==> src/rtl/mem_stage.sv <==
// mem_stage: memory + writeback stage of the 5-stage RV32 pipeline.
//
// Takes the M-stage register outputs, performs one word load or store at a
// time over a valid/ready data-memory bus, stalls the front of the pipeline
// while that access is outstanding, and owns the W-stage register that feeds
// the register file and the forwarding muxes.
//
// Optional build macro: MEM_STAGE_ALIGN_CHECK_EN
//   defined   : a memop whose address has ALUResultM[1:0] != 2'b00 issues no
//               bus request; it goes straight to DONE, is dropped at
//               writeback (RegWriteW=0), and pulses MisalignW for one cycle.
//   undefined : the low two address bits are dropped (the access goes to the
//               aligned word) and MisalignW is tied low.
//
// Bus handshake: the request payload (req_we, req_addr, req_wdata) is held
// stable from the cycle req_valid rises until the cycle in which req_valid
// and req_ready are both high, and that cycle transfers the request.
// req_ready while req_valid is low has no effect. A load's data is taken
// from the first cycle with resp_valid high after its request transferred;
// resp_valid is ignored at every other time. At most one request is
// outstanding. A reset abandons any access in flight, and a response
// arriving after that reset is discarded.
//
// The FSM state is visible on dbg_state_o (IDLE=0, REQ=1, RESP=2, DONE=3).

module mem_stage #(
  parameter int XLEN = 32
) (
  input  logic            clk,
  input  logic            reset,
  // M-stage register outputs
  input  logic [XLEN-1:0] ALUResultM,
  input  logic [XLEN-1:0] WriteDataM,
  input  logic            MemWriteM,
  input  logic [1:0]      ResultSrcM,
  input  logic            RegWriteM,
  input  logic [4:0]      RdM,
  input  logic [XLEN-1:0] PCPlus4M,
  // stall to the hazard unit
  output logic            StallM,
  // data-memory bus
  output logic            req_valid,
  output logic            req_we,
  output logic [XLEN-1:0] req_addr,
  output logic [XLEN-1:0] req_wdata,
  input  logic            req_ready,
  input  logic            resp_valid,
  input  logic [XLEN-1:0] resp_rdata,
  // W-stage register outputs
  output logic [XLEN-1:0] ResultW,
  output logic [4:0]      RdW,
  output logic            RegWriteW,
  output logic            MisalignW,
  // debug view of the access FSM
  output logic [1:0]      dbg_state_o
);

  // ResultSrcM encodings
  localparam logic [1:0] SRC_ALU  = 2'b00;
  localparam logic [1:0] SRC_LOAD = 2'b01;
  localparam logic [1:0] SRC_PC4  = 2'b10;

  typedef enum logic [1:0] {
    IDLE = 2'd0,
    REQ  = 2'd1,
    RESP = 2'd2,
    DONE = 2'd3
  } state_e;

  state_e          state_q, state_d;

  // request payload registers, loaded once per access in IDLE
  logic            req_we_q, req_we_d;
  logic [XLEN-1:0] req_addr_q, req_addr_d;
  logic [XLEN-1:0] req_wdata_q, req_wdata_d;

  // load buffer: holds the returned word until the op leaves M
  logic [XLEN-1:0] load_buf_q, load_buf_d;

  // W-stage register
  logic [XLEN-1:0] result_w_q, result_w_d;
  logic [4:0]      rd_w_q, rd_w_d;
  logic            regwrite_w_q, regwrite_w_d;

  logic            memop;
  logic            mis_done;   // misaligned op is leaving M this cycle

  // an op needs the bus when it stores or loads
  assign memop = MemWriteM | (ResultSrcM == SRC_LOAD);

  // hold F/D/E/M until the access reaches DONE; non-mem ops never stall
  assign StallM = memop & (state_q != DONE);

`ifdef MEM_STAGE_ALIGN_CHECK_EN
  // flags that the access being processed had a misaligned address
  logic            mis_q, mis_d;
  logic            misalign_w_q, misalign_w_d;

  assign mis_done = (state_q == DONE) & mis_q;
`else
  assign mis_done = 1'b0;
`endif

  // access FSM: next state, request payload capture and load-buffer capture
  always_comb begin
    state_d     = state_q;
    req_we_d    = req_we_q;
    req_addr_d  = req_addr_q;
    req_wdata_d = req_wdata_q;
    load_buf_d  = load_buf_q;
`ifdef MEM_STAGE_ALIGN_CHECK_EN
    mis_d       = mis_q;
`endif
    unique case (state_q)
      IDLE: begin
        if (memop) begin
          req_addr_d  = {ALUResultM[XLEN-1:2], 2'b00};
          req_wdata_d = WriteDataM;
          req_we_d    = MemWriteM;
`ifdef MEM_STAGE_ALIGN_CHECK_EN
          mis_d       = (ALUResultM[1:0] != 2'b00);
          state_d     = (ALUResultM[1:0] != 2'b00) ? DONE : REQ;
`else
          state_d     = REQ;
`endif
        end
      end
      REQ: begin
        if (req_ready) begin
          state_d = req_we_q ? DONE : RESP;
        end
      end
      RESP: begin
        if (resp_valid) begin
          load_buf_d = resp_rdata;
          state_d    = DONE;
        end
      end
      DONE: begin
        state_d = IDLE;
      end
      default: begin
        state_d = IDLE;
      end
    endcase
  end

  // access FSM state and request/load registers
  always_ff @(posedge clk) begin
    if (reset) begin
      state_q     <= IDLE;
      req_we_q    <= 1'b0;
      req_addr_q  <= '0;
      req_wdata_q <= '0;
      load_buf_q  <= '0;
`ifdef MEM_STAGE_ALIGN_CHECK_EN
      mis_q       <= 1'b0;
`endif
    end else begin
      state_q     <= state_d;
      req_we_q    <= req_we_d;
      req_addr_q  <= req_addr_d;
      req_wdata_q <= req_wdata_d;
      load_buf_q  <= load_buf_d;
`ifdef MEM_STAGE_ALIGN_CHECK_EN
      mis_q       <= mis_d;
`endif
    end
  end

  // W-stage next value: bubble while stalled, otherwise select the result
  always_comb begin
    result_w_d   = result_w_q;
    rd_w_d       = rd_w_q;
    regwrite_w_d = 1'b0;
    if (!StallM) begin
      rd_w_d       = RdM;
      regwrite_w_d = RegWriteM & ~mis_done;
      case (ResultSrcM)
        SRC_LOAD: result_w_d = load_buf_q;
        SRC_PC4:  result_w_d = PCPlus4M;
        default:  result_w_d = ALUResultM;   // SRC_ALU and reserved 2'b11
      endcase
    end
  end

`ifdef MEM_STAGE_ALIGN_CHECK_EN
  // one-cycle misalign pulse on the edge a misaligned op leaves M
  always_comb begin
    misalign_w_d = ~StallM & mis_done;
  end
`endif

  // W-stage register
  always_ff @(posedge clk) begin
    if (reset) begin
      result_w_q   <= '0;
      rd_w_q       <= '0;
      regwrite_w_q <= 1'b0;
`ifdef MEM_STAGE_ALIGN_CHECK_EN
      misalign_w_q <= 1'b0;
`endif
    end else begin
      result_w_q   <= result_w_d;
      rd_w_q       <= rd_w_d;
      regwrite_w_q <= regwrite_w_d;
`ifdef MEM_STAGE_ALIGN_CHECK_EN
      misalign_w_q <= misalign_w_d;
`endif
    end
  end

  assign req_valid   = (state_q == REQ);
  assign req_we      = req_we_q;
  assign req_addr    = req_addr_q;
  assign req_wdata   = req_wdata_q;

  assign ResultW     = result_w_q;
  assign RdW         = rd_w_q;
  assign RegWriteW   = regwrite_w_q;
`ifdef MEM_STAGE_ALIGN_CHECK_EN
  assign MisalignW   = misalign_w_q;
`else
  assign MisalignW   = 1'b0;
`endif

  assign dbg_state_o = state_q;

  // payload must stay put while a request waits for ready
  a_req_stable: assert property (@(posedge clk) disable iff (reset)
    (req_valid && !req_ready) |=>
      (req_valid && $stable(req_addr) && $stable(req_wdata) && $stable(req_we)));

  // DONE always lasts exactly one cycle
  a_done_one_cycle: assert property (@(posedge clk) disable iff (reset)
    (state_q == DONE) |=> (state_q == IDLE));

endmodule

==> config.mk <==
export PLATFORM = sky130hd
export DESIGN_NAME = mem_stage
export DESIGN_NICKNAME = d
export VERILOG_FILES = /design/src/rtl/mem_stage.sv
export SDC_FILE = /design/constraint.sdc
export NUM_CORES = 1
export LEC_CHECK = 0
export CORE_MARGIN = 2
export CORE_UTILIZATION = 41
export DETAILED_ROUTE_END_ITERATION = 8
export PLACE_DENSITY_LB_ADDON = 0.1
export SLEW_MARGIN = 25
export SYNTH_ARGS = -nofsm -noshare
export SYNTH_HDL_FRONTEND = slang
export SYNTH_SLANG_ARGS = --single-unit
export TNS_END_PERCENT = 10
==> constraint.sdc <==
create_clock -name clk -period 2 [get_ports clk]
set_input_delay 0.4 -clock clk [delete_from_list [all_inputs] [get_ports clk]]
set_output_delay 0.4 -clock clk [all_outputs]
set_load 0.05 [all_outputs]
---- Yosys cells after proc, flatten, opt, wreduce, memory -nomap -nowiden ----
Cells that the tools add are included.
W data, S select, Z words.
word-level totals
  flip-flop bits (word level) ............. 135
  input bits .............................. 141
  output and inout port bits .............. 108
operators by class
  eq/ne operators ......................... 9
  reductions and logical operators ........ 5
  mux-type cells .......................... 6
  bitwise operators ....................... 2
operator list
  cell                  number
  $pmux W32 S2          1
  $pmux W2 S4           1
  $eq A2 B2 Y1 const B  3
  $mux W2               3
  $ne A2 B2 Y1 const B  3
  $eq A2 B1 Y1 const B  2
  $reduce_and A2 Y1     2
  $reduce_and A3 Y1     1
  $logic_not A2 Y1      1
  $ne A2 B1 Y1 const B  1
  $reduce_or A2 Y1      1
  $and A1 B1 Y1         1
  $mux W1               1
  $or A1 B1 Y1          1

---- Logic depth before layout (Yosys ltp) ----
  depth in word-level cells ............... 4
  mapped depth ............................ 9
  gate-level depth less buffers ........... 5

---- Least setup slack after synthesis ----
OpenSTA, ideal clock, no wires.
  path kind ............................... register -> register
  start point ............................. reg state_q[0], in the netlist dbg_state_o[0]
  end point ............................... reg state_q[0], in the netlist dbg_state_o[0]
  cell stages (with the launch flop) ...... 5
  slack ................................... 0.082 ns
  data arrival time ....................... 1.827 ns
  required time ........................... 1.909 ns
  path buffers ............................ 0
  period minus slack after synthesis ...... 1.918 ns
  path through ............................ dfxtp_1 ha_1 nand2b_1 and3_1 a311oi_1
between the ends
  word-level cells in the longest chain between the ends .. 3
RTL lines
  element                             RTL line  source
  start: declaration                  70        state_e state_q, state_d;
  start signal: assignment            160       state_q <= state_d;
  $eq A2 B1 Y1 *                      -
  via req_valid                       42        output logic req_valid,
  $ne A2 B1 Y1 (no source line)       -
  $reduce_and A3 Y1 (no source line)  -
The timed path passes the listed nets; every way through them passes the cells marked *.
A chain may end at the register's enable or synchronous reset.

---- Final worst setup path ----
  start point ............................. reg result_w_q[8], in the netlist ResultW[8]
  end point ............................... out ResultW[8]
RTL lines
  element                   RTL line  source
  start: declaration        81        logic [XLEN-1:0] result_w_q, result_w_d;
  start signal: assignment  204       result_w_q <= result_w_d;
  end: declaration          50        output logic [XLEN-1:0] ResultW,
No word-level cell between the ends.

==> summary.txt <==
Clock share of power: 27.0%
Syn avg cell area: 8.26 um^2
Pint: 6410 uW
Final Skew: 0.00378 ns
Overall Power: 10,400 uW
P_leak: 0.00375 uW
Worst Max-Slew Pin Slew: 0.550 ns
Buf/Inv on CP: 1
GRT overflow: 0
Max-Cap Viols: 0
#FFs+latches synth: 135
Drt pass-1 iters: 5
Final Max Slew Viols: 0
Clk buf depth: 2
Status: finished, final reports clean
Row count: 41
Number of synthesis warnings: 0
Hold Buf Count CTS: 0
Sink Count: 135
Routed wire per std cell: 15.5 um
DP HPWL: 12.1 mm
H-tree lvl count: 4
Worst slew margin: 63.3%
Hold Fails Final Rpt: 0
Endpoints failing setup: 0
TritonCTS Buffers: 17
Reg clk slew, reported paths: 0.05 ns
Die area: 13,900 um^2
Largest net degree at the start of global routing: 48
Synth cell types: 31
Vias per std cell: 5.00
Post-synthesis sequential area ratio: 50.7%
Total track usage: 23.8%
Post-Synthesis Cell Area: 5340 um^2
Share of cells above drive strength 1: 7.92%
CTS tree: done
Power per cell area: 1200 nW/um^2
WP data required: 1.60 ns
Area of placed instances: 8010 um^2
Nets: 1,033
Initial antenna violation count: 0
Antenna Nets Post-Route: 0
Mapped Cells: 646
Final wirelength: 16.6 mm
Skew-Pair Late Insertion Delay: 0.41 ns
RSZ-0062 raised after global routing: true
Layout area overhead: 62.1%
Die X-Extent: 118 um
Min-Delay Path Class: in -> reg
Design area: 8650 um^2
Worst VDD drop: 0.735 mV
Worst EP arrival: 1.57 ns
Combinational Power Share: 40.4%
Worst Setup Start Kind: flip-flop
Crit Path Class: reg -> out
Starting Density: 42.1%
Buffers on Ports: 245
Critical-path top delay cell: clkdlybuf4s50_1
Tmin final: 1.97 ns
Most common cell after layout, fill and taps aside: nand2_1
CP top delay family: buffers and inverters
GPL Wtd Cong: 0.833
CP Cell Sequence: clkdlybuf4s50_1
Vias in the first global route: 5,256
Residual DRC: 0
CTS root buf: clkbuf_16
Antenna cells: 0
NetSw: 3940 uW
Part of the cycle the worst path needs: 98.6%
Core area: 12,700 um^2
Seq pwr share: 32.6%
Commonest non-fill, non-tap cells in the layout: 223 x nand2_1, 205 x clkdlybuf4s50_1, 135 x dfxtp_1
Min Hold Slack: 0.368 ns
CP max FO: 2
Worst setup EP type: primary output
DIE HEIGHT: 118 um
1st-iter DRT viols: 274
Max stage delay on crit path: 0.81 ns
Net Sw Frac: 38.0%
Max Fclk: 0.507 GHz
Global-route wire length before repair: 26.3 mm
Via count: 5,350
Io pins: 249
power groups by stage:
stage | registers, uW | logic, uW | clock network (uW)
5_1_grt | 3430 | 4440 | 2970
4_1_cts | 3380 | 4210 | 2840
2_1_floorplan | 4670 | 1430 | 0
3_3_place_gp | 3400 | 4140 | 0
6_report | 3380 | 4180 | 2790
3_5_place_dp | 3430 | 4200 | 0
cell usage after synthesis:
cell / number / area share, %
o21a_1: 1 / 0.14
o21ai_1: 1 / 0.094
a22o_1: 32 / 5.3
nand2b_1: 2 / 0.23
nor2b_4: 1 / 0.26
and2_1: 2 / 0.23
a21oi_1: 97 / 9.1
nand3_1: 1 / 0.094
dfxtp_1: 135 / 51
inv_1: 5 / 0.35
mux2i_1: 5 / 0.94
nand2_1: 223 / 16
clkbuf_1: 19 / 1.3
nor2_1: 5 / 0.35
buf_6: 11 / 2.3
buf_2: 14 / 1.3
a311oi_1: 1 / 0.16
nand4_1: 1 / 0.12
and3_1: 1 / 0.12
buf_4: 4 / 0.56
o21bai_2: 1 / 0.21
buf_1: 8 / 0.56
or3b_4: 1 / 0.21
a31o_2: 1 / 0.16
o21ai_2: 1 / 0.16
a22oi_1: 32 / 4.5
nor2_2: 1 / 0.12
ha_1: 7 / 1.6
o21ai_0: 31 / 2.9
conb_1: 1 / 0.070
a31oi_1: 1 / 0.12
cell families (layout without fill, tap and decap cells):
kind of cell             Yosys count  in the layout  synth area share, %
buffers and inverters             61            310                 6.45
AND/OR/NAND/NOR                  238            238                 17.4
multiplexers                       5              5                0.938
flip-flops                       135            135                 50.7
other                              1              3               0.0703
AO/OA/AOI/OAI                    199            199                 22.8
adder cells (fa/ha/maj)            7              7                 1.64
final timing paths:
| check | startpoint | end | slack [ns] | cells past startpoint |
|---|---|---|---|---|
| max | ResultW[8] | ResultW[8] | 0.03 | 1 |
| min | reset | RdW[2] | 0.37 | 2 |
| max reg2reg | dbg_state_o[0] | dbg_state_o[0] | 0.31 | 5 |
| min reg2reg | req_addr[25] | req_addr[25] | 0.45 | 2 |
through the flow:
step,std cells,utilization [%],TNS (ns),worst slack (ns)
3_5_place_dp,1037,63.2,-2.59,-0.0797
4_1_cts,1068,67.5,0,0.000521
2_1_floorplan,648,-,0,0.0825
5_1_grt,1069,68.2,-0.000281,-0.000281
3_3_place_gp,1037,63.2,-0.0467,-0.0259
6_report,1069,68.2,0,0.0283
state kept, by name, indices dropped and copies added, names as in the netlist:
name,flops
RegWriteW,1
RdW,5
req_we,1
ResultW,32
req_addr,30
req_wdata,32
dbg_state_o,2
load_buf_q,32
cell type report:
type,instances,area (um^2)
Clock buffer,29,520
Multi-Input combinational cell,452,2330
Timing Repair Buffer,274,2850
Inverter,5,18.8
Sequential cell,135,2700
Tap cell,172,215
Fill cell,1074,4020
Clock inverter,2,12.5
timing repair:
| action | CTS | global route |
|---|---|---|
| setup endpoints to repair | 1 | 32 |
| resized for setup | 1 | 32 |
| pin swaps | 0 | 1 |
| buffers inserted | 0 | 1 |
layer usage:
layer / up-vias / track usage, % / part of all wire, %
met5: - / 0 / 0
met4: 0 / 9.34 / 2.0
met3: 28 / 7.80 / 7.8
met2: 209 / 41.2 / 50
met1: 2462 / 27.0 / 40
li1: 2651 / - / -
Note: power is estimated with default switching activity, not from simulation.
